**config.mk**
```make
export PLATFORM = sky130hd
export DESIGN_NAME = store_activation
export DESIGN_NICKNAME = d
export VERILOG_FILES = /design/src/rtl/store_activation_pkg.sv /design/src/rtl/act_word_packer.sv /design/src/rtl/store_activation.sv
export SDC_FILE = /design/constraint.sdc
export NUM_CORES = 1
export LEC_CHECK = 0
export CAP_MARGIN = 10
export CORE_ASPECT_RATIO = 0.75
export CORE_MARGIN = 3
export CORE_UTILIZATION = 56
export CTS_BUF_LIST = sky130_fd_sc_hd__clkbuf_16
export CTS_CLUSTER_DIAMETER = 60
export DETAILED_ROUTE_END_ITERATION = 12
export GPL_ROUTABILITY_DRIVEN = 0
export PLACE_DENSITY = 0.86
export SETUP_SLACK_MARGIN = 0.5
export SLEW_MARGIN = 0
export SYNTH_ARGS = -nofsm -noshare
export SYNTH_HDL_FRONTEND = slang
export SYNTH_SLANG_ARGS = --single-unit
```
**constraint.sdc**
```tcl
create_clock -name clk -period 4.1 [get_ports clk]
set_input_delay 0.41 -clock clk [delete_from_list [all_inputs] [get_ports clk]]
set_output_delay 0.41 -clock clk [all_outputs]
set_load 0.01 [all_outputs]
```
**src/rtl/store_activation_pkg.sv**
```systemverilog
// Constants shared between the activation store and loader: lane geometry,
// FSM encodings and the ReLU clamp applied to output bytes.
package store_activation_pkg;

    localparam int BRAM_WIDTH   = 32;
    localparam int WEIGHT_WIDTH = 8;
    localparam int BRAM_BYTE    = BRAM_WIDTH / WEIGHT_WIDTH;
    localparam int LANE_W       = $clog2(BRAM_BYTE);
    localparam int COUNT_W      = 24;

    typedef enum logic [1:0] {
        IDLE  = 2'd0,
        PACK  = 2'd1,
        FLUSH = 2'd2
    } state_t;

    function automatic logic [WEIGHT_WIDTH-1:0] relu_clamp(
        input logic [WEIGHT_WIDTH-1:0] value,
        input logic                    enable
    );
        if (enable && value[WEIGHT_WIDTH-1]) begin
            relu_clamp = {WEIGHT_WIDTH{1'b0}};
        end else begin
            relu_clamp = value;
        end
    endfunction

endpackage

```
**src/rtl/act_word_packer.sv**
```systemverilog
// Collects activation bytes into a little-endian word with a lane mask and
// presents the merged word/mask in the cycle that completes it.
module act_word_packer
    import store_activation_pkg::*;
(
    input  logic                    clk,
    input  logic                    rst,
    input  logic                    clear,
    input  logic                    relu_en,
    input  logic [WEIGHT_WIDTH-1:0] byte_in,
    input  logic [LANE_W-1:0]       lane,
    input  logic                    push,
    input  logic                    last,
    output logic [BRAM_WIDTH-1:0]   word,
    output logic [BRAM_BYTE-1:0]    wen,
    output logic                    word_done
);

    logic [BRAM_WIDTH-1:0]   lane_buf_r;
    logic [BRAM_BYTE-1:0]    mask_r;
    logic [WEIGHT_WIDTH-1:0] stored_s;

    assign stored_s  = relu_clamp(byte_in, relu_en);
    assign word_done = push && ((lane == LANE_W'(BRAM_BYTE - 1)) || last);

    // Merge the incoming byte into its lane on top of the held partial word.
    always_comb begin
        word = lane_buf_r;
        wen  = mask_r;
        for (int k = 0; k < BRAM_BYTE; k++) begin
            if (push && (lane == LANE_W'(k))) begin
                word[k*WEIGHT_WIDTH +: WEIGHT_WIDTH] = stored_s;
                wen[k]                               = 1'b1;
            end else begin
                word[k*WEIGHT_WIDTH +: WEIGHT_WIDTH] = lane_buf_r[k*WEIGHT_WIDTH +: WEIGHT_WIDTH];
                wen[k]                               = mask_r[k];
            end
        end
    end

    // Partial word storage; emptied when a word leaves or a new store begins.
    always_ff @(posedge clk) begin
        if (rst || clear || word_done) begin
            lane_buf_r <= {BRAM_WIDTH{1'b0}};
            mask_r     <= {BRAM_BYTE{1'b0}};
        end else if (push) begin
            lane_buf_r <= word;
            mask_r     <= wen;
        end else begin
            lane_buf_r <= lane_buf_r;
            mask_r     <= mask_r;
        end
    end

endmodule

```
**src/rtl/store_activation.sv**
```systemverilog
// Activation write-back engine: streams bytes from the PE output stage into
// the activation BRAM as byte-enabled 32-bit writes.
module store_activation
    import store_activation_pkg::*;
#(
    parameter int BRAM_ADDR_BIT = 32
) (
    input  logic                     clk,
    input  logic                     rst,
    input  logic                     store_start,
    input  logic [BRAM_ADDR_BIT-1:0] base_addr,
    input  logic [COUNT_W-1:0]       count,
    input  logic                     relu_en,
    input  logic [WEIGHT_WIDTH-1:0]  data_in,
    input  logic                     data_valid,
    output logic                     data_ready,
    output logic                     busy,
    output logic                     done,
    output logic                     BRAM_clk,
    output logic                     BRAM_en,
    output logic                     BRAM_rst,
    output logic [BRAM_ADDR_BIT-1:0] BRAM_addr,
    output logic [BRAM_WIDTH-1:0]    BRAM_din,
    output logic [BRAM_BYTE-1:0]     BRAM_wen
);

    state_t                   state_r, state_s;
    logic [BRAM_ADDR_BIT-1:0] cur_addr_r;
    logic [COUNT_W-1:0]       remaining_r;
    logic                     done_r;
    logic [BRAM_ADDR_BIT-1:0] addr_r;
    logic [BRAM_WIDTH-1:0]    din_r;
    logic [BRAM_BYTE-1:0]     wen_r;
    logic                     accept_s, handshake_s, last_s, word_done_s;
    logic [BRAM_WIDTH-1:0]    word_s;
    logic [BRAM_BYTE-1:0]     word_wen_s;

    assign accept_s    = (state_r == IDLE) && store_start;
    assign handshake_s = (state_r == PACK) && data_valid;
    assign last_s      = (remaining_r == COUNT_W'(1));

    act_word_packer u_packer (
        .clk       (clk),
        .rst       (rst),
        .clear     (accept_s),
        .relu_en   (relu_en),
        .byte_in   (data_in),
        .lane      (cur_addr_r[LANE_W-1:0]),
        .push      (handshake_s),
        .last      (last_s),
        .word      (word_s),
        .wen       (word_wen_s),
        .word_done (word_done_s)
    );

    // Next-state logic.
    always_comb begin
        state_s = state_r;
        case (state_r)
            IDLE: begin
                if (store_start) begin
                    if (count == {COUNT_W{1'b0}}) begin
                        state_s = FLUSH;
                    end else begin
                        state_s = PACK;
                    end
                end else begin
                    state_s = IDLE;
                end
            end
            PACK: begin
                if (handshake_s && last_s) begin
                    state_s = FLUSH;
                end else begin
                    state_s = PACK;
                end
            end
            FLUSH:   state_s = IDLE;
            default: state_s = IDLE;
        endcase
    end

    // FSM state register.
    always_ff @(posedge clk) begin
        if (rst) begin
            state_r <= IDLE;
        end else begin
            state_r <= state_s;
        end
    end

    // Address/byte counters, done flag and BRAM write-port registers.
    always_ff @(posedge clk) begin
        if (rst) begin
            cur_addr_r  <= {BRAM_ADDR_BIT{1'b0}};
            remaining_r <= {COUNT_W{1'b0}};
            done_r      <= 1'b0;
            addr_r      <= {BRAM_ADDR_BIT{1'b0}};
            din_r       <= {BRAM_WIDTH{1'b0}};
            wen_r       <= {BRAM_BYTE{1'b0}};
        end else begin
            if (accept_s) begin
                cur_addr_r  <= base_addr;
                remaining_r <= count;
            end else if (handshake_s) begin
                cur_addr_r  <= cur_addr_r + BRAM_ADDR_BIT'(1);
                remaining_r <= remaining_r - COUNT_W'(1);
            end else begin
                cur_addr_r  <= cur_addr_r;
                remaining_r <= remaining_r;
            end

            if (accept_s) begin
                done_r <= 1'b0;
            end else if (state_r == FLUSH) begin
                done_r <= 1'b1;
            end else begin
                done_r <= done_r;
            end

            // Address and data hold between writes; only the enables drop.
            if (word_done_s) begin
                addr_r <= {cur_addr_r[BRAM_ADDR_BIT-1:LANE_W], {LANE_W{1'b0}}};
                din_r  <= word_s;
                wen_r  <= word_wen_s;
            end else begin
                addr_r <= addr_r;
                din_r  <= din_r;
                wen_r  <= {BRAM_BYTE{1'b0}};
            end
        end
    end

    assign data_ready = (state_r == PACK);
    assign busy       = (state_r != IDLE);
    assign done       = done_r;
    assign BRAM_clk   = clk;
    assign BRAM_en    = 1'b1;
    assign BRAM_rst   = 1'b0;
    assign BRAM_addr  = addr_r;
    assign BRAM_din   = din_r;
    assign BRAM_wen   = wen_r;

endmodule

```
==> results by stage, run 1 <==
Routing:
- The length of the first detailed-routing pass in iterations is 6.
- Dividing the detail-routed wire length by the instance count gives 17.7 µm.
- After the first detailed-routing iteration, the DRC count stood at 700.
- For this run, design rule violations remaining after detail routing come to 0.
- The remaining antenna violation count is 0.
- The total routed wirelength is 19,900 µm.
- Summing over every cut layer, the via total after detailed routing is 6,879.
- After detailed routing, the number of vias per cell comes to 6.11.

Synth:
- The sequential element share of the synthesized area is 0.448.
- Counting flops with an async set or reset pin after synthesis yields a share of 0.
- The mean post-synth cell area is 8.49 µm².
- In the synthesized netlist, the number of instances is 848.
- The count of different cell masters after synthesis is 57.
- Of all cell types, the one taking the most synthesized area is sky130_fd_sc_hd__dfxtp_1.
- Sorting the synthesized cells by area gives the leading types as sky130_fd_sc_hd__dfxtp_1 45%, sky130_fd_sc_hd__a21oi_1 6.0%, sky130_fd_sc_hd__nor2_1 5.1%, sky130_fd_sc_hd__a211oi_1 3.6%, sky130_fd_sc_hd__nand3b_1 3.2%.
- The number of warnings printed during yosys synthesis is 0.
- The fraction of post-synthesis cell area in the top cell type by area is 0.448.
- The top flip-flop cell by instance count after synthesis is sky130_fd_sc_hd__dfxtp_1.
- The number of enable flip-flop cells after synthesis is 0.
- In this run the cell area of the synthesized design comes to 7200 µm².
- Counting flops and latches in the post-synthesis netlist gives 161.

Placed design:
- Detailed placement ended at an HPWL of 13,000 µm.
- The number of instances in the placed design is 1,091.
- The placed standard-cell area is 8520 µm².
- In this run the tool buffered the top-level ports with 138 buffer cells.

Critical path:
- For the worst setup path, the data arrival time is 2.76 ns.
- The critical path data required time is 3.69 ns.
- The startpoint identified for the worst register-to-register timing path is remaining_r[16]$_SDFFE_PP0P_.
- The classification of the worst setup path is clock port to output port.
- Along the worst path, the maximum fanout reaches 2.
- STA classifies the critical path startpoint as a clock port.
- The critical path starts at clk.
- The endpoint class of the critical path is an output port.

Timing:
- The final number of hold-violating endpoints is 0.
- The actual transition at the worst max-transition pin is 0.966 ns.
- Setup repair after global routing left no endpoint under its margin.
- After routing, the total negative slack on setup checks comes to 0 ns.
- The number of pins exceeding their max-slew limit in the final report is 0.
- The worst clock skew is 0.0109 ns.
- The remaining max-slew budget at the tightest pin is 0.351.
- The total of endpoints with negative setup slack in the final report is 0.

Power and ir drop:
- Across the VDD grid, the largest voltage drop is 0.346 mV.
- The standby leakage power is 3.13 nW.
- The power density over the cells is 418 nW/µm².

Layout:
- The number of diodes is 0.
- Once layout is done, the placed cells without fillers occupy 9190 µm².
- The filler cell count is 929.
- In the final layout, the share of cells above drive strength 1 is 0.0626.
- The number of nets in the layout is 1,022.
- The synthesis-to-finish area growth is 27.6%.
- The count of cells in the finished layout, fillers not included, comes to 1,125.

GRT:
- Entering global routing, the biggest net connects 80 pins.
- Summed over all layers, the global routing overflow is 0.
- The via count of the first global-routing pass is 6,288.
- The first-pass GRT wire length is 32,200 µm.
- The overall global routing resource usage is 0.277.
- The number of antenna violations at the first check in global routing is 0.

Die:
- The die extent in x is 137 µm.
- The effective utilization at floorplan is 0.579.
- The die covers 14,300 µm².
- The count of standard-cell rows is 35.
- 143 I/O pins were placed.
- The core region is 12,400 µm².
- The height of the chip is 104 µm.

Clock network:
- The insertion delay to the later sink of the worst-skew pair is 0.54 ns.
- The post-CTS clock slew at the launch and capture registers of the worst setup and hold paths is 0.06 ns.
- TritonCTS built the clock tree.
- The quantity of hold-fixing buffers added after cts is 0.
- The number of buffers added for setup after CTS is 0.
- The number of instances resized during post-cts repair is 0.

Worst hold path:
- In this run the most critical hold path is launched from rst.
- The worst hold-check path type is input port to flip-flop.

Status:
- The flow ran to the end, and the final reports show no timing, DRC or antenna violations.

Run:
- Max-cap violations in this run came to 0.
## layout by cell type, fill, tap and decap left out, drive strengths merged, types with 5 or more instances in the layout
cell type      count
nor2              98
a21oi             87
buf               12
clkinv             6
o21ai             43
xor2               5
a211oi            43
clkbuf            20
inv               13
dfxtp            161
or4                6
ha                 6
and3               5
a31oi             13
nand2             43
nand4             15
nand3b            31
mux2i             13
clkdlybuf4s50    137
nor3              45
a21o              10
xnor2             17
nand3             23
and2              13
o211ai             6
or3                9
nor4              19
and4               5
## cells in the mapped netlist, types with 10 or more instances
cell type                  number
sky130_fd_sc_hd__mux2i_1       13
sky130_fd_sc_hd__a21o_1        10
sky130_fd_sc_hd__a31oi_1       13
sky130_fd_sc_hd__and2_1        13
sky130_fd_sc_hd__buf_2         12
sky130_fd_sc_hd__nand4_1       15
sky130_fd_sc_hd__inv_1         10
sky130_fd_sc_hd__clkbuf_1      44
sky130_fd_sc_hd__nand3_1       23
sky130_fd_sc_hd__o21ai_0       43
sky130_fd_sc_hd__nor3_1        45
sky130_fd_sc_hd__dfxtp_1      161
sky130_fd_sc_hd__nor4_1        19
sky130_fd_sc_hd__a211oi_1      35
sky130_fd_sc_hd__nor2_1        98
sky130_fd_sc_hd__xnor2_1       17
sky130_fd_sc_hd__a21oi_1       87
sky130_fd_sc_hd__nand2_1       43
sky130_fd_sc_hd__nand3b_1      31
## final timing paths
kind / endpoint / slack [ns] / cells past startpoint
setup / recovery: BRAM_clk / 0.93 / 3
setup reg to reg: BRAM_din[8]$_SDFFE_PP0P_ / 1.00 / 6
hold reg to reg: u_packer.lane_buf_r[24]$_SDFFE_PP0P_ / 0.46 / 1
hold / removal: remaining_r[1]$_SDFFE_PP0P_ / 0.37 / 2
## through the flow
stage | utilization | worst slack, ns | hold WS [ns] | power, mW
after detailed placement | 0.685 | 0.954 | 0.446 | 2.10
after global placement | 0.685 | 1.08 | 0.444 | 2.10
after global routing | 0.739 | 0.809 | 0.375 | 3.96
after floorplan | - | 1.52 | 0.430 | 1.95
after CTS | 0.739 | 0.927 | 0.347 | 3.84
final | 0.739 | 0.933 | 0.366 | 3.84
## layout make-up
type                            count  area (µm²)  share of cell area
Clock inverter                     14         166              0.0181
Multi-Input combinational cell    605        3590               0.391
Timing Repair Buffer              148        1450               0.158
Inverter                           10        37.5             0.00409
Sequential cell                   161        3220               0.351
Tap cell                          166         208              0.0226
Clock buffer                       21         510              0.0556
## critical path: stages
cell and delay [ns]:
sky130_fd_sc_hd__clkbuf_16 0.12, sky130_fd_sc_hd__clkbuf_16 0.13, sky130_fd_sc_hd__clkdlybuf4s50_1 0.46
## state kept, by name, summed over array words and instances, names as in the netlist
signal	count
BRAM_din	32
u_packer.mask_r	4
state_r	2
u_packer.lane_buf_r	32
remaining_r	24
BRAM_wen	4
done	1
cur_addr_r	32
BRAM_addr	30
## power breakdown
part | internal, mW | switching, mW
Combinational | 0.169 | 0.214
Clock | 1.09 | 0.684
Sequential | 1.62 | 0.0624
Total | 2.88 | 0.960
## logic make-up after synthesis
| kind of cell | after synthesis | share of synthesized area |
|---|---|---|
| other | 2 | 0.00104 |
| buffers and inverters | 84 | 0.0563 |
| flip-flops | 161 | 0.448 |
| XOR/XNOR | 22 | 0.0268 |
| AO/OA/AOI/OAI | 233 | 0.205 |
| AND/OR/NAND/NOR | 327 | 0.235 |
| multiplexers | 13 | 0.0181 |
| adder cells (fa/ha/maj) | 6 | 0.0104 |
## metal layers
metal  GRT usage  part of all wire
met1       0.404              0.46
met2       0.416              0.46
met3      0.0590             0.074
met4      0.0741             0.012
met5           0                 0
Power figures use the tool's default switching activity.
==> inputs of run 2 (changes only) <==
CORE_UTILIZATION = 52   (was 56)
PLACE_DENSITY = 0.8   (was 0.86)
clock period = 3.2 ns   (was 4.1 ns; I/O delays follow)
==> run 2 against run 1 <==
Effect of this change: register-to-register slack worse by 0.35 ns; sequential power increased by 28%; clock skew shrank 0.0017 ns; final cell count up 1.2%; worst hold slack lost 0.11 ns; first-iteration DRC count increased by 5.4%; sequential share of layout area down 0.41 points; total power is 30% higher; global-route usage fell by 2.0 points; cell area up 1.2%; non-clock buffer count up 8; highest routed layer is now met5.
==> results by stage, run 2 (synthesis gave the netlist of run 1 again) <==
Die:
- The die extent in x is 142 µm (was 137 µm).
- The number of placed I/O pins is 143 (unchanged).
- The effective utilization at floorplan is 0.544 (was 0.579).
- The core area is 13,200 µm² (was 12,400 µm²).
- The die outline area came to 15,300 µm² (was 14,300 µm²).
- The height of the chip is 108 µm (was 104 µm).
- The count of standard-cell rows is 36 (was 35).

Run:
- The count of maximum capacitance violations is 0 (unchanged).

Critical path:
- Cell Chain, Critical Path: clkbuf_16 -> clkbuf_16 -> clkdlybuf4s50_1 (unchanged).
- The endpoint of the lowest-slack register-to-register path was BRAM_wen[2]$_SDFF_PP0_ (was BRAM_din[8]$_SDFFE_PP0P_).
- The type of element launching the critical path is a clock port (unchanged).
- The classification of the worst setup path is clock port to output port (unchanged).
- The most used cell along the critical path is sky130_fd_sc_hd__clkbuf_16 (unchanged).
- The worst setup slack for register-to-register paths was 0.65 ns (was 1.00 ns).
- The cell with the largest stage delay on the worst path is sky130_fd_sc_hd__clkdlybuf4s50_1 (unchanged).
- The delay contributed by the slowest stage of the critical path is 0.46 ns (about the same).
- The worst-path maximum fanout came to 2 (unchanged).
- The start point of the critical path is clk (unchanged).
- The number of cells on the worst reg-to-reg path is 6 (unchanged).
- The worst path arrival time is 2.31 ns (was 2.76 ns).
- The critical path data required time is 2.88 ns (was 3.69 ns).
- The worst reg2reg path startpoint is remaining_r[16]$_SDFFE_PP0P_ (unchanged).
- The endpoint class of the critical path is an output port (unchanged).
- The capture point of the worst path is BRAM_clk (unchanged).

Routing:
- The via count is 6,743 (was 6,879).
- The remaining antenna violation count came to 0 (unchanged).
- The count of routing violations after the opening detailed-route iteration is 738 (was 700).
- The ratio of routed vias to standard cells is 5.92 (was 6.11).
- The total routed wirelength is 19,600 µm (was 19,900 µm).
- The length of the first detailed-routing pass in iterations is 5 (was 6).
- The average detailed-routed wire length per instance is 17.2 µm (was 17.7 µm).
- The number of DRC violations after detailed routing came to 0 (unchanged).

Placed design:
- The placed wire-length estimate was 13,100 µm (was 13,000 µm).
- The worst setup slack before clock tree synthesis is 0.569 ns (was 0.954 ns).
- The placed standard-cell area came to 8600 µm² (was 8520 µm²).
- The number of I/O port buffers came to 138 (unchanged).

Timing:
- The sum of negative setup slack came to 0 ns (unchanged).
- The final worst-path setup slack is 0.571 ns (was 0.933 ns).
- The worst slack on hold paths is 0.253 ns (was 0.366 ns).
- The number of pins exceeding their max-slew limit in the final report is 0 (unchanged).
- The total of endpoints with negative setup slack in the final report is 0 (unchanged).
- The worst clock skew is 0.00921 ns (was 0.0109 ns).
- The final number of hold-violating endpoints is 0 (unchanged).
- The actual transition at the worst max-transition pin was 0.870 ns (was 0.966 ns).
- The remaining max-slew budget at the tightest pin came to 0.418 (was 0.351).
- RSZ-0062 raised after global routing: no (unchanged).

Layout:
- The synthesis-to-finish area growth came to 29.1% (was 27.6%).
- The number of nets in the layout is 1,030 (was 1,022).
- The post-route cell area came to 9290 µm² (was 9190 µm²).
- The filler cell count came to 1,089 (was 929).
- The number of diodes was 0 (unchanged).
- The most common cell after layout, fill and taps aside is sky130_fd_sc_hd__dfxtp_1 (unchanged).
- The share of post-route cells with drive strength above 1 is 0.0682 (was 0.0626).
- Most frequent cells in the layout: 161 x sky130_fd_sc_hd__dfxtp_1, 137 x sky130_fd_sc_hd__clkdlybuf4s50_1, 98 x sky130_fd_sc_hd__nor2_1 (unchanged).

Power and ir drop:
- The highest ir drop seen on vdd is 0.643 mV (was 0.346 mV).
- The power density over the cells is 536 nW/µm² (was 418 nW/µm²).
- The total design power came to 4.98 mW (was 3.84 mW).
- The standby leakage power is 3.19 nW (was 3.13 nW).

Clock network:
- The insertion delay to the later sink of the worst-skew pair is 0.53 ns (was 0.54 ns).
- The quantity of hold-fixing buffers added after cts is 0 (unchanged).
- The post-CTS clock slew at the launch and capture registers of the worst setup and hold paths is 0.06 ns (about the same).
- The TritonCTS clock tree was yes (unchanged).

GRT:
- The via count of the first global-routing pass came to 6,243 (was 6,288).
- The pin count of the biggest net entering global routing was 55 (was 80).
- The overall global routing resource usage came to 0.257 (was 0.277).
- The number of antenna violations at the first check in global routing was 1 (was 0).
- The total grt overflow is 0 (unchanged).
- The first-pass GRT wire length was 31,800 µm (was 32,200 µm).

Worst hold path:
- The start point of the worst hold path is rst (unchanged).
- The worst hold-check path type is input port to flip-flop (unchanged).

Status:
- Run status: finished clean (unchanged).
-- run 2: worst min path at each step --
| stage | end | depth (start not counted) |
|---|---|---|
| 2_1_floorplan | BRAM_clk | 1 |
| 3_3_place_gp | u_packer.lane_buf_r[28]$_SDFFE_PP0P_ | 1 |
| 3_5_place_dp | u_packer.lane_buf_r[29]$_SDFFE_PP0P_ | 1 |
| 4_1_cts | remaining_r[1]$_SDFFE_PP0P_ | 2 |
| 5_1_grt | remaining_r[1]$_SDFFE_PP0P_ | 2 |
| 6_report | remaining_r[1]$_SDFFE_PP0P_ | 2 |
-- run 2: metal layers --
metal  part of all wire  global-route usage  routed length, µm  up-vias
met1               0.47               0.381               9180     3151
met4              0.011              0.0658                218        2
met2               0.44               0.377               8610      275
met5            0.00066                   0                 13        -
met3              0.078              0.0591               1530       27
li1                   -                   -                  -     3288
-- run 2: cell type report --
cell class              count  area [µm²]  area share
well taps                 171         214      0.0230
clock buffers              21         510      0.0549
repair buffers            156        1520       0.164
multi-input cells         605        3590       0.387
clock inverters            15         193      0.0207
flip-flops and latches    161        3220       0.347
inverters                  10        37.5     0.00404
-- run 2: critical path: cells and delay by family --
| family | cells | cell delay (ns) |
|---|---|---|
| buffers and inverters | 3 | 0.71 |
-- run 2: power by group --
group / switching (mW) / internal, mW / total [mW] / leakage, nW
registers: 0.0810 / 2.07 / 2.15 / 1.31
clock network: 0.850 / 1.48 / 2.33 / 0.345
logic: 0.272 / 0.221 / 0.493 / 1.53
-- run 2: stage by stage --
step | util | cells
floorplan | - | 850
global placement | 0.649 | 1104
detailed placement | 0.649 | 1104
CTS | 0.702 | 1139
global route | 0.702 | 1139
finish | 0.702 | 1139
-- run 2: repair_timing --
item / in CTS / in global routing
resized for setup: 0 / 1
endpoints found under the setup margin: 0 / 4
buffers inserted: 0 / 0
